**config.mk**
```make
export PLATFORM = sky130hd
export DESIGN_NAME = ram_arbiter
export DESIGN_NICKNAME = d
export VERILOG_FILES = /design/src/rtl/ram_arbiter.sv
export SDC_FILE = /design/constraint.sdc
export NUM_CORES = 1
export LEC_CHECK = 0
export ABC_CLOCK_PERIOD_IN_PS = 1350
export CAP_MARGIN = 10
export CELL_PAD_IN_SITES_DETAIL_PLACEMENT = 0
export CELL_PAD_IN_SITES_GLOBAL_PLACEMENT = 2
export CORE_MARGIN = 2
export CORE_UTILIZATION = 19
export DETAILED_ROUTE_END_ITERATION = 16
export PLACE_DENSITY = 0.79
export RECOVER_POWER = 50
export SYNTH_ARGS = -nofsm -noshare
export SYNTH_HDL_FRONTEND = slang
export SYNTH_SLANG_ARGS = --single-unit
```
**constraint.sdc**
```tcl
create_clock -name clk -period 1.35 [get_ports clk]
set_input_delay 0.2025 -clock clk [delete_from_list [all_inputs] [get_ports clk]]
set_output_delay 0.2025 -clock clk [all_outputs]
set_load 0.05 [all_outputs]
```
**src/rtl/ram_arbiter.sv**
```systemverilog
// Two-requester round-robin sequencer in front of the 32x32 single-port ram.
// Each granted access walks IDLE -> ACCESS -> (WAIT) -> DONE with registered ram controls.
module ram_arbiter #(
  parameter int ADDR_W = 5,
  parameter int DATA_W = 32
) (
  input  logic              clk,
  input  logic              reset_n,
  input  logic              req0,
  input  logic              req1,
  input  logic              we0,
  input  logic              we1,
  input  logic [ADDR_W-1:0] addr0,
  input  logic [ADDR_W-1:0] addr1,
  input  logic [DATA_W-1:0] wdata0,
  input  logic [DATA_W-1:0] wdata1,
  output logic              ack0,
  output logic              ack1,
  output logic [DATA_W-1:0] rdata0,
  output logic [DATA_W-1:0] rdata1,
  output logic              busy,
  output logic              ram_cen,
  output logic              ram_wen,
  output logic [ADDR_W-1:0] ram_addr,
  output logic [DATA_W-1:0] ram_din,
  input  logic [DATA_W-1:0] ram_dout
);

  typedef enum logic [1:0] {
    IDLE,
    ACCESS,
    WAIT,
    DONE
  } state_t;

  state_t state;
  logic   gnt;
  logic   last;
  logic   pick1;

  // requester 1 wins when alone, or on a tie when 0 was served last
  assign pick1 = req1 & (~req0 | ~last);
  assign busy  = (state != IDLE);

  // arbitration and access sequencing, all outputs registered
  always_ff @(posedge clk) begin
    if (!reset_n) begin
      state    <= IDLE;
      gnt      <= 1'b0;
      last     <= 1'b1;
      ram_cen  <= 1'b0;
      ram_wen  <= 1'b0;
      ram_addr <= '0;
      ram_din  <= '0;
      ack0     <= 1'b0;
      ack1     <= 1'b0;
      rdata0   <= '0;
      rdata1   <= '0;
    end else begin
      unique case (state)
        IDLE: begin
          if (req0 | req1) begin
            gnt      <= pick1;
            last     <= pick1;
            ram_cen  <= 1'b1;
            ram_wen  <= pick1 ? we1 : we0;
            ram_addr <= pick1 ? addr1 : addr0;
            ram_din  <= pick1 ? wdata1 : wdata0;
            state    <= ACCESS;
          end else begin
            ram_cen  <= 1'b0;
          end
        end
        ACCESS: begin
          ram_cen <= 1'b0;
          ram_wen <= 1'b0;
          if (ram_wen) begin
            ack0  <= ~gnt;
            ack1  <= gnt;
            state <= DONE;
          end else begin
            state <= WAIT;
          end
        end
        WAIT: begin
          if (gnt) begin
            rdata1 <= ram_dout;
            ack1   <= 1'b1;
          end else begin
            rdata0 <= ram_dout;
            ack0   <= 1'b1;
          end
          state <= DONE;
        end
        DONE: begin
          ack0  <= 1'b0;
          ack1  <= 1'b0;
          state <= IDLE;
        end
        default: state <= IDLE;
      endcase
    end
  end

endmodule

```
# Word level (Yosys, flattened, before mapping)
# Index checks and enable logic that the tools add are counted.
[classes] magnitude_cmp=0 eq_ne=7 muxes=16 div=0 addsub=0 mul=0 bitwise_logic=6 n_reduce_logical=10 shifts=0
[ops] op="32-bit 2-to-1 mux" count=1
[ops] op="1-bit 2-to-1 mux" count=8
[ops] op="2-bit != test, second input constant" count=4
[ops] op="2-bit one-hot mux with 4 select lines" count=1
[ops] op="2-bit AND reduction" count=4
[ops] op="1-bit one-hot mux with 3 select lines" count=2
[ops] op="3-bit AND reduction" count=2
[ops] op="5-bit 2-to-1 mux" count=1
[ops] op="2-bit == test, second input constant" count=2
[ops] op="1-bit one-hot mux with 2 select lines" count=2
[ops] op="2-bit nonzero test" count=2
[ops] op="1-bit inverter" count=3
[ops] op="3-bit nonzero test" count=1
[ops] op="2-bit by 1-bit == test with 1-bit output, second input constant" count=1
[ops] op="2-bit zero test" count=1
[ops] op="2-bit 2-to-1 mux" count=1
[ops] op="1-bit OR" count=2
[ops] op="1-bit AND" count=1
[totals] ram_bits=0 rom_bits=0 mem_count=0 ff_bits=109 input_bits=112 latch_bits=0

# Longest topological paths before layout
[logic_depth] ltp_word=6 mapped_depth=7 ltp_nobuf=5

# Least setup slack after synthesis
# Ideal clock, no wire load.
[synth_timing] path_type="register to register" from="register state[0]" to="register ack0" slack_ns=-0.212 required_ns=1.259 stages_incl_launch_ff=7 arrival_ns=1.471 path_buffers=1 cell_sequence="dfxtp_1 > inv_1 > ha_1 > buf_4 > inv_1 > a31oi_1 > a311oi_1"
[synth_between] elab_chain_len=3
[synth_rtl] element="start: declaration" line_no="36" rtl="state_t state;"
[synth_rtl] element="start signal: assignment" line_no="48" rtl="state <= IDLE;"
[synth_rtl] element="start signal: assignment" line_no="69" rtl="state <= ACCESS;"
[synth_rtl] element="start signal: assignment" line_no="80" rtl="state <= DONE;"
[synth_rtl] element="2-bit == test or 2-bit by 1-bit == test with 1-bit output (tied branches)" line_no="60" rtl="unique case (state)"
[synth_rtl] element="2-bit != test (no line) or 3-bit nonzero test (tied branches)"
[synth_rtl] element="3-bit AND reduction (no line)"
[synth_rtl] element="end signal: assignment" line_no="78" rtl="ack0 <= ~gnt;"
[synth_rtl] element="end: declaration" line_no="17" rtl="output logic ack0,"
# Several ways; a longest one is shown, not always the timed one.
# A chain may end at the register's enable or synchronous reset.

# Worst setup path after layout
[layout_timing] from="register state[1]" to="output busy"
[layout_between] elab_chain_len=1
[layout_rtl] element="2-bit nonzero test" line_no="43" rtl="assign busy = (state != IDLE);"
[layout_rtl] element="end: declaration" line_no="21" rtl="output logic busy,"
# Every way passes these cells.

==> results.sh <==
export IMPL_status="finished, violations left"
export IMPL_violations="setup timing"
export IMPL_boundaryPins=218
export IMPL_cp_arrival_ns=1.24
export IMPL_grt_pass1_wl_um=23000
export IMPL_die_w_um=152
export IMPL_synthesis_nets=608
export IMPL_portBuffers=217
export IMPL_mostFrequentLayoutCell="nand2_1"
export IMPL_power_frac_clock_pct=16.6
export IMPL_synth_area_per_cell_um2=8.48
export IMPL_grt_max_degree=42
export IMPL_synth_top_flop_cell="dfxtp_1"
export IMPL_gr_total_overflow=0
export IMPL_p_int_mw=8.94
export IMPL_hp_class="primary input to flip-flop"
export IMPL_yosysWarnings=0
export IMPL_worstReg2RegEnd="rdata0[25]"
export IMPL_area_delta_synth_final_pct=86.1
export IMPL_required_ns=1.15
export IMPL_track_usage_pct=12.6
export IMPL_cp_num_buf_inv=4
export IMPL_cts_tree="built"
export IMPL_clock_path_buffers=2
export IMPL_maxCapViolCount=0
export IMPL_totalWireLength_um=15900
export IMPL_grt_pass1_vias=4142
export IMPL_rows=54
export IMPL_final_hold_violation_count=0
export IMPL_crit_path_max_fanout=2
export IMPL_max_freq_mhz=693
export IMPL_layout_common_cells="nand2_1 (124), clkdlybuf4s50_1 (111), dfxtp_1 (106), a21oi_1 (82), clkbuf_2 (66)"
export IMPL_cp_end_kind="output pin"
export IMPL_power_mw=15.7
export IMPL_p_leak_nw=2.99
export IMPL_whs_ns=0.414
export IMPL_post_drt_wl_per_cell_um=15.6
export IMPL_design_die_area_um2=23200
export IMPL_timing_final_crit_share_pct=107
export IMPL_via_per_inst=4.19
export IMPL_cts_root_buf="clkbuf_16"
export IMPL_tightest_slew_ns=0.314
export IMPL_cts_buffers=9
export IMPL_htreeDepth=3
export IMPL_min_from="ram_dout[17]"
export IMPL_drt_pass1_iterations=4
export IMPL_hpwl_um=10500
export IMPL_finalMaxSlewViolations=0
export IMPL_vias=4247
export IMPL_antenna_left=0
export IMPL_synth_seq_area_share_pct=52.2
export IMPL_swShare_pct=43.1
export IMPL_nets=844
export IMPL_critPathTopFamily="buffers and inverters"
export IMPL_synthCells=493
export IMPL_r2r_start="state[0]"
export IMPL_start_kind="flip-flop"
export IMPL_setup_ws_ns=-0.0924
export IMPL_core_area_um2=21700
export IMPL_finalSetupViolCount=60
export IMPL_async_flop_share_pct=0
export IMPL_switchingPower_mw=6.77
export IMPL_slew_headroom_pct=79.2
export IMPL_worst_path_max_delay_cell="dfxtp_2"
export IMPL_whs_endpoint="rdata0[17]"
export IMPL_die_y_um=152
export IMPL_antenna_found_initial=0
export IMPL_worstPathCellList="inv_2 > ha_4 > buf_6 > clkinvlp_4 > buf_12"
export IMPL_share_seq_of_total_power_pct=29.1
export IMPL_drt_first_iter_violations=92
export IMPL_reg2reg_depth=8
export IMPL_synth_edff_count=0
export IMPL_ys_types=29
export IMPL_clock_sinks=109
export IMPL_grt_setup_unrepaired="true"
export IMPL_p_comb_share_pct=54.2
export IMPL_antenna_cells=0
export IMPL_cpPeakStageDelay_ns=0.33
export IMPL_clk_pin_slew_worst_paths_ns=0.09
export IMPL_gp_congestion=0.718
export IMPL_ys_ff_latch=109
export IMPL_critPathKind="flip-flop to output pin"
export IMPL_vdd_drop_max_mv=1.04
export IMPL_clock_latency_ns=0.36
export IMPL_syn_area_um2=4180
export IMPL_drc_errors=0
export IMPL_hold_depth=3
export IMPL_r2r_slack_ns=-0.08
export IMPL_layout_drive_gt1_share_pct=30.4
export IMPL_fin_skew_ns=0.0146
export IMPL_initial_core_util_pct=19.3
export IMPL_power_density_nw_per_um2=2020
export IMPL_fin_crit_ns=1.44
-- worst reg2reg max path, delay by kind of cell, from the launching register on --
family | cells | cell delay, ns
buf+inv | 4 | 0.52
flops | 1 | 0.33
simple gates | 2 | 0.25
fa+ha+maj | 1 | 0.17
compound gates | 1 | 0.11
-- synth_stat cells (2+ instances only) --
library cell / count / area share (%)
a21oi_1: 104 / 12
a311oi_1: 2 / 0.42
a31oi_1: 2 / 0.30
buf_2: 9 / 1.1
buf_4: 3 / 0.54
clkbuf_1: 25 / 2.2
dfxtp_1: 109 / 52
ha_1: 3 / 0.90
inv_1: 3 / 0.27
mux2i_1: 39 / 9.3
nand2_1: 129 / 12
nand2b_1: 3 / 0.45
nor2_1: 7 / 0.63
nor2b_1: 2 / 0.30
o21ai_0: 39 / 4.7
-- kinds of logic after synthesis --
group	Yosys count	share of synthesized area [%]
multiplexers	39	9.34
adder cells (fa/ha/maj)	3	0.898
AND/OR/NAND/NOR	146	13.7
AO/OA/AOI/OAI	153	19.0
buffers and inverters	43	4.85
flip-flops	109	52.2
-- worst max path at each step --
stage / startpoint / to / slack [ns] / cells after the start
finish: state[1] / busy / -0.09 / 5
global route: state[0] / rdata0[10] / -0.16 / 8
CTS: state[0] / busy / -0.11 / 5
detailed placement: req0 / ram_din[17] / -0.34 / 5
global placement: req1 / ram_addr[2] / -0.32 / 5
floorplan: state[1] / ack0 / 0.004 / 6
-- power groups by stage --
| stage | Sequential, mW | Combinational, mW | Clock [mW] |
|---|---|---|---|
| floorplan | 6.78 | 1.94 | 0 |
| global placement | 4.82 | 8.59 | 0 |
| detailed placement | 4.82 | 8.60 | 0 |
| CTS | 4.77 | 8.98 | 2.74 |
| global route | 4.67 | 9.03 | 2.87 |
| finish | 4.58 | 8.52 | 2.61 |
-- repair_timing --
item / 4_1_cts / 5_1_grt
resized for setup: 20 / 77
hold buffers: 0 / 0
setup endpoints to repair: 15 / 107
pin swaps: 2 / 8
cloned: 2 / 6
setup buffers: 7 / 3
-- per-layer routing --
metal | wire, um | vias to the layer above | global-route usage (%) | part of all wire, %
li1 | - | 2142 | - | -
met3 | 1360 | 11 | 5.26 | 8.6
met4 | 185 | 0 | 3.87 | 1.2
met1 | 7080 | 1916 | 15.4 | 45
met5 | 0 | - | 0 | 0
met2 | 7240 | 178 | 20.2 | 46
-- flip-flops by register name, summed over array words and instances (netlist names) --
| register | cells |
|---|---|
| state | 2 |
| ram_wen | 1 |
| ack0 | 1 |
| ram_addr | 5 |
| ram_cen | 1 |
| gnt | 1 |
| rdata0 | 32 |
| last | 1 |
| ack1 | 1 |
| ram_din | 32 |
| rdata1 | 32 |
-- layout make-up --
type	instances	area (um2)
clock buffers	10	239
clock inverters	6	45.0
fillers	2242	13900
inverters	4	18.8
multi-input cells	341	2020
flip-flops and latches	109	2190
well taps	280	350
repair buffers	264	2920
-- stage by stage --
step,util [%],std cells,setup WS [ns],TNS [ns],area [um2]
finish,35.9,1014,-0.0924,-2.56,7780
global route,35.9,1014,-0.160,-7.60,7780
CTS,38.8,1005,-0.110,-0.709,8410
detailed placement,36.7,980,-0.341,-11.10,7950
global placement,36.7,980,-0.323,-10.21,7950
floorplan,-,493,0.00443,0,4200
(Power assumes the default switching activity.)
